<file path="config.mk">
export PLATFORM = sky130hd
export DESIGN_NAME = binary_addsub_sequencer
export DESIGN_NICKNAME = d
export VERILOG_FILES = /design/src/rtl/binary_arith_pkg.sv /design/src/rtl/addsub_slice.sv /design/src/rtl/binary_addsub_sequencer.sv
export SDC_FILE = /design/constraint.sdc
export NUM_CORES = 1
export LEC_CHECK = 0
export ABC_CLOCK_PERIOD_IN_PS = 3000
export BUFFER_PORTS_ARGS = -buffer_cell sky130_fd_sc_hd__buf_2
export CAP_MARGIN = 15
export CORE_MARGIN = 5
export CORE_UTILIZATION = 30
export CTS_BUF_LIST = sky130_fd_sc_hd__clkbuf_16
export DETAILED_ROUTE_END_ITERATION = 8
export PLACE_DENSITY = 0.5
export RECOVER_POWER = 100
export SYNTH_ARGS = -nofsm -noshare
export SYNTH_HDL_FRONTEND = slang
export SYNTH_SLANG_ARGS = --single-unit
</file>
<file path="constraint.sdc">
create_clock -name clk -period 3 [get_ports clk]
set_input_delay 0.15 -clock clk [delete_from_list [all_inputs] [get_ports clk]]
set_output_delay 0.15 -clock clk [all_outputs]
set_load 0.02 [all_outputs]
</file>
<file path="src/rtl/binary_arith_pkg.sv">
// Shared definitions for the serial add/sub sequencer: FSM encodings, mode codes
// and default geometry.
package binary_arith_pkg;

  localparam int DEF_SLICE_W = 4;
  localparam int DEF_WORDS   = 4;

  localparam logic MODE_ADD = 1'b0;
  localparam logic MODE_SUB = 1'b1;

  typedef enum logic [1:0] {
    ST_IDLE = 2'd0,
    ST_RUN  = 2'd1,
    ST_DONE = 2'd2
  } state_t;

endpackage

</file>
<file path="src/rtl/addsub_slice.sv">
// Combinational SLICE_W-bit adder slice. Subtraction is handled by the caller
// pre-inverting b and driving cin=1.
module addsub_slice #(
  parameter int SLICE_W = 4
) (
  input  logic [SLICE_W-1:0] a,
  input  logic [SLICE_W-1:0] b,
  input  logic               cin,
  output logic [SLICE_W-1:0] sum,
  output logic               cout,
  output logic               c_msb
);

  logic [SLICE_W:0] full;

  assign full  = {1'b0, a} + {1'b0, b} + {{SLICE_W{1'b0}}, cin};
  assign sum   = full[SLICE_W-1:0];
  assign cout  = full[SLICE_W];
  // Carry into the top bit recovered from that bit's sum: s = a ^ b ^ cin.
  assign c_msb = full[SLICE_W-1] ^ a[SLICE_W-1] ^ b[SLICE_W-1];

endmodule

</file>
<file path="src/rtl/binary_addsub_sequencer.sv">
// N-bit add/subtract built by running one shared SLICE_W-bit slice WORDS times,
// LSB slice first, with valid/ready handshakes on request and result.
module binary_addsub_sequencer
  import binary_arith_pkg::*;
#(
  parameter int SLICE_W = DEF_SLICE_W,
  parameter int WORDS   = DEF_WORDS,
  localparam int N      = SLICE_W * WORDS
) (
  input  logic         clk,
  input  logic         rst_n,
  input  logic         in_valid,
  output logic         in_ready,
  input  logic [N-1:0] A,
  input  logic [N-1:0] B,
  input  logic         mode,
  output logic         busy,
  output logic         out_valid,
  input  logic         out_ready,
  output logic [N-1:0] Result,
  output logic         Carry,
  output logic         Overflow,
  output state_t       dbg_state
);

  // Handshakes: a transfer happens on a rising edge where valid & ready are both
  // high; in_ready is high only in IDLE, out_valid only in DONE, and neither
  // depends combinationally on the opposite side's valid/ready.

  localparam int IW = (WORDS > 1) ? $clog2(WORDS) : 1;
  localparam logic [IW-1:0] LAST_IDX = IW'(WORDS - 1);

  state_t state, state_nxt;

  logic [N-1:0]       a_q, b_q, work_q;
  logic [IW-1:0]      idx_q;
  logic               cy_q, ov_q, fin_q;
  logic               load, step, commit;
  logic [SLICE_W-1:0] sl_a, sl_b, sl_sum;
  logic               sl_cout, sl_cmsb;

  assign sl_a      = a_q[idx_q*SLICE_W +: SLICE_W];
  assign sl_b      = b_q[idx_q*SLICE_W +: SLICE_W];
  assign dbg_state = state;

  addsub_slice #(.SLICE_W(SLICE_W)) u_slice (
    .a     (sl_a),
    .b     (sl_b),
    .cin   (cy_q),
    .sum   (sl_sum),
    .cout  (sl_cout),
    .c_msb (sl_cmsb)
  );

  always_ff @(posedge clk or negedge rst_n) begin
    if (!rst_n) state <= ST_IDLE;
    else        state <= state_nxt;
  end

  always_comb begin
    state_nxt = state;
    in_ready  = 1'b0;
    busy      = 1'b0;
    out_valid = 1'b0;
    load      = 1'b0;
    step      = 1'b0;
    commit    = 1'b0;
    case (state)
      ST_IDLE: begin
        in_ready = 1'b1;
        if (in_valid) begin
          load      = 1'b1;
          state_nxt = ST_RUN;
        end
      end
      ST_RUN: begin
        busy = 1'b1;
        // The extra RUN cycle after the last slice publishes the finished word
        // so Result never shows a partially built value.
        if (fin_q) begin
          commit    = 1'b1;
          state_nxt = ST_DONE;
        end else begin
          step = 1'b1;
        end
      end
      ST_DONE: begin
        busy      = 1'b1;
        out_valid = 1'b1;
        if (out_ready) state_nxt = ST_IDLE;
      end
      default: state_nxt = ST_IDLE;
    endcase
  end

  always_ff @(posedge clk or negedge rst_n) begin
    if (!rst_n) begin
      a_q      <= '0;
      b_q      <= '0;
      work_q   <= '0;
      idx_q    <= '0;
      cy_q     <= 1'b0;
      ov_q     <= 1'b0;
      fin_q    <= 1'b0;
      Result   <= '0;
      Carry    <= 1'b0;
      Overflow <= 1'b0;
    end else begin
      if (load) begin
        a_q   <= A;
        b_q   <= (mode == MODE_SUB) ? ~B : B;
        cy_q  <= mode;
        idx_q <= '0;
        fin_q <= 1'b0;
      end
      if (step) begin
        work_q[idx_q*SLICE_W +: SLICE_W] <= sl_sum;
        cy_q <= sl_cout;
        if (idx_q == LAST_IDX) begin
          fin_q <= 1'b1;
          ov_q  <= sl_cmsb ^ sl_cout;
        end else begin
          idx_q <= idx_q + 1'b1;
        end
      end
      if (commit) begin
        Result   <= work_q;
        Carry    <= cy_q;
        Overflow <= ov_q;
        fin_q    <= 1'b0;
      end
    end
  end

endmodule
</file>
==> impl_results.md <==
- Failing checks: max-capacitance violations, max-slew violations
- Leak: 1.90 nW
- Tcrit/Tclk final: 0.953
- Ant diodes: 0
- Final hold violation count: 0
- Port Buffers: 59
- Clock buffer count from CTS: 9
- Min-Delay Path Class: in2reg
- Slowest cell on crit path: mux4_2
- Routed wire length: 6.65 mm
- TritonRoute pass-1 iters: 4
- Post-route ant nets: 0
- Hpwl dp: 4.95 mm
- Synthesized Nets: 313
- Seq/Total Area, Yosys: 0.546
- CP Buf/Inv Count: 0
- Cell family with most CP delay: adder cells
- Relative slew margins: -0.291
- Unique masters post-synth: 29
- Cell Chain, Critical Path: mux4_2 > fa_1 > fa_1 > a21o_1 > a21oi_1 > xnor3_1 > xor2_1 > o21ai_1
- Root Buffer Master: clkbuf_16
- Fill cell count: 1078
- Via density per instance: 4.44
- H-tree depth: 3
- Flop2flop setup slack: 0.14 ns
- I/O Pins: 60
- Share of cells above drive strength 1: 0.290
- CORE AREA: 10900 sq um
- Die Y-Extent: 116 microns
- Max Fclk: 0.350 GHz
- Period minus WS final: 2.86 ns
- Worst slew pin tran: 1.94 ns
- Grt ovf: 0
- CP Launch Type: flop
- Worst Setup Path Type: reg2reg
- R2r endpoint: ov_q
- Post-Place Cells: 458
- Number of synthesized register bits: 73
- Worst Setup SP: idx_q[0]
- CP Depth: 8
- Fin nets: 381
- # DRC: 0
- Synthesized area: 3350 sq um
- GRT Total Usage: 0.111
- RSZ-0062 raised after global routing: no
- Drt wl/cell: 14.0 microns
- Worst hold slack: 0.0547 ns
- Final Max Tran Viols: 38
- Rows: 38
- CTS max path bufs: 2
- CTS resizes: 0
- R2R Path Start: idx_q[0]
- Die width: 116 microns
- Setup violators final: 0
- Area of the multi-input gates: 1450 sq um
- Worst Path Arrival: 3.05 ns
- Pre-CTS setup slack: 0.151 ns
- Drt initial violations: 75
- Seq. cell area: 1830 sq um
- Crit end category: flop
- MaxCap Viol Count: 1
- Setup TNS: 0 ns
- First-pass GRT wire length: 11.5 mm
- Clk slew on worst S/H paths: 0.06 ns
- Via count: 2106
- Mapped Cells: 262
- Pin count of the biggest net entering global routing: 53
- Crit path to: ov_q
- Starting density of the core: 0.308
- Initial antenna violation count: 0
- Die area: 13400 sq um
- Most used cell, CP: fa_1
- Syn. warnings: 0
- TritonCTS clock tree: built
- Slowest stage delay, CP: 0.55 ns
- CP Data Required Time: 3.20 ns
- Syn avg cell area: 12.8 sq um
- R2R cell count: 8
- Area growth, synth to finish: 22.0%
- Min setup slack post-route: 0.141 ns
- Clk_skew: 0.00665 ns
- Status: finished with violations
- Maximum vdd drop: 0.000488 V
- Max FO, Critical Path: 4
- Worst skew pair latency: 0.32 ns
- PwrDens: 1160 nW/um^2
- Final Instance Count excl. Fillers: 474
- Gpl congestion: 0.726
- CTS Sinks: 73
- Number of global-route vias before repair: 2265
## cells by family (layout without fill, tap and decap cells)
logic type                 after synthesis  after routing  synth area share
DFF                                     73             73             0.546
and+or+nand+nor                         51             51            0.0650
AOI/OAI and AO/OA                       43             43            0.0822
muxes                                   43             43             0.172
xor gates and xnor gates                20             20            0.0564
buffers and inverters                   18             90            0.0217
adders and majority gates               14             14            0.0568
## repair_timing
item / in CTS / in global routing
buffers inserted: 0 / 0
hold buffers: 1 / 0
setup endpoints to repair: 0 / 0
hold endpoints to repair: 35 / 0
## worst reg2reg max path: cells and delay by family (launching register included)
family          cells  cell delay (ns)
fa+ha+maj           2             0.87
xor+xnor            2             0.40
mux                 1             0.55
flops               1             0.43
compound gates      3             0.48
## through the flow
step / util / area [sq um] / power (W)
final: 0.375 / 4090 / 0.00473
after global routing: 0.375 / 4090 / 0.00513
after CTS: 0.379 / 4130 / 0.00486
after detailed placement: 0.352 / 3830 / 0.00381
after global placement: 0.352 / 3830 / 0.00378
after floorplan: - / 3350 / 0.00313
## layout by cell type, fill, tap and decap left out, types with 4 or more instances in the layout
cell type / instances
dfrtp_1: 73
nand2_1: 38
buf_2: 35
mux2_2: 34
clkbuf_1: 25
o21ai_0: 20
xnor2_1: 16
ha_1: 12
a22o_1: 9
clkbuf_16: 9
inv_1: 7
mux4_2: 7
o31ai_1: 6
nor2_1: 4
## per-layer routing
metal	up-vias	part of all wire	GRT usage
met5	-	0	0
met4	0	0.0092	0.0278
met3	4	0.051	0.0407
met2	46	0.47	0.171
met1	1002	0.47	0.150
li1	1054	-	-
## how the worst min path moves through the flow
stage          start       end  slack (ns)  cells past startpoint
4_1_cts        A[13]   a_q[13]        0.04                      2
6_report       A[10]   a_q[10]        0.05                      2
5_1_grt        A[10]   a_q[10]        0.04                      2
2_1_floorplan  rst_n     Carry       -0.15                      0
3_3_place_gp   rst_n  Overflow        0.30                      1
3_5_place_dp   rst_n  Overflow        0.30                      1
## sequential cells by signal, summed over array words and instances (netlist names)
name / cells
b_q: 16
dbg_state: 2
cy_q: 1
Overflow: 1
Result: 16
ov_q: 1
work_q: 16
Carry: 1
idx_q: 2
a_q: 16
fin_q: 1
## layout make-up
class	count	area share
sequential	73	0.447
multi-input combinational	171	0.355
timing repair buffer	68	0.0793
clock buffer	9	0.0551
tap	140	0.0429
clock inverter	6	0.0147
inverter	7	0.00643
## cell usage after synthesis, drive strengths merged
| master | number | area share |
|---|---|---|
| nor4b | 1 | 0.0026 |
| mux2i | 1 | 0.0030 |
| nor2 | 4 | 0.0045 |
| xnor3 | 1 | 0.0067 |
| a221oi | 1 | 0.0026 |
| ha | 12 | 0.045 |
| nand2b | 3 | 0.0056 |
| xor2 | 3 | 0.0078 |
| a21o | 2 | 0.0045 |
| a21oi | 3 | 0.0045 |
| xnor2 | 16 | 0.042 |
| clkbuf | 6 | 0.0067 |
| fa | 2 | 0.012 |
| dfrtp | 73 | 0.55 |
| o21ai | 21 | 0.031 |
| buf | 5 | 0.0071 |
| nor2b | 3 | 0.0056 |
| and3 | 1 | 0.0019 |
| nand2 | 38 | 0.043 |
| nand3b | 1 | 0.0022 |
| mux4 | 8 | 0.055 |
| o31ai | 6 | 0.013 |
| a22o | 9 | 0.024 |
| a211oi | 1 | 0.0022 |
| mux2 | 34 | 0.11 |
| inv | 7 | 0.0078 |
## where the power goes
group	total (W)	internal, W	switching, W
registers	0.00160	0.00138	0.000220
logic	0.00211	0.000969	0.00114
clock network	0.00103	0.000634	0.000391
No activity file was read; power rests on OpenSTA's default activity.
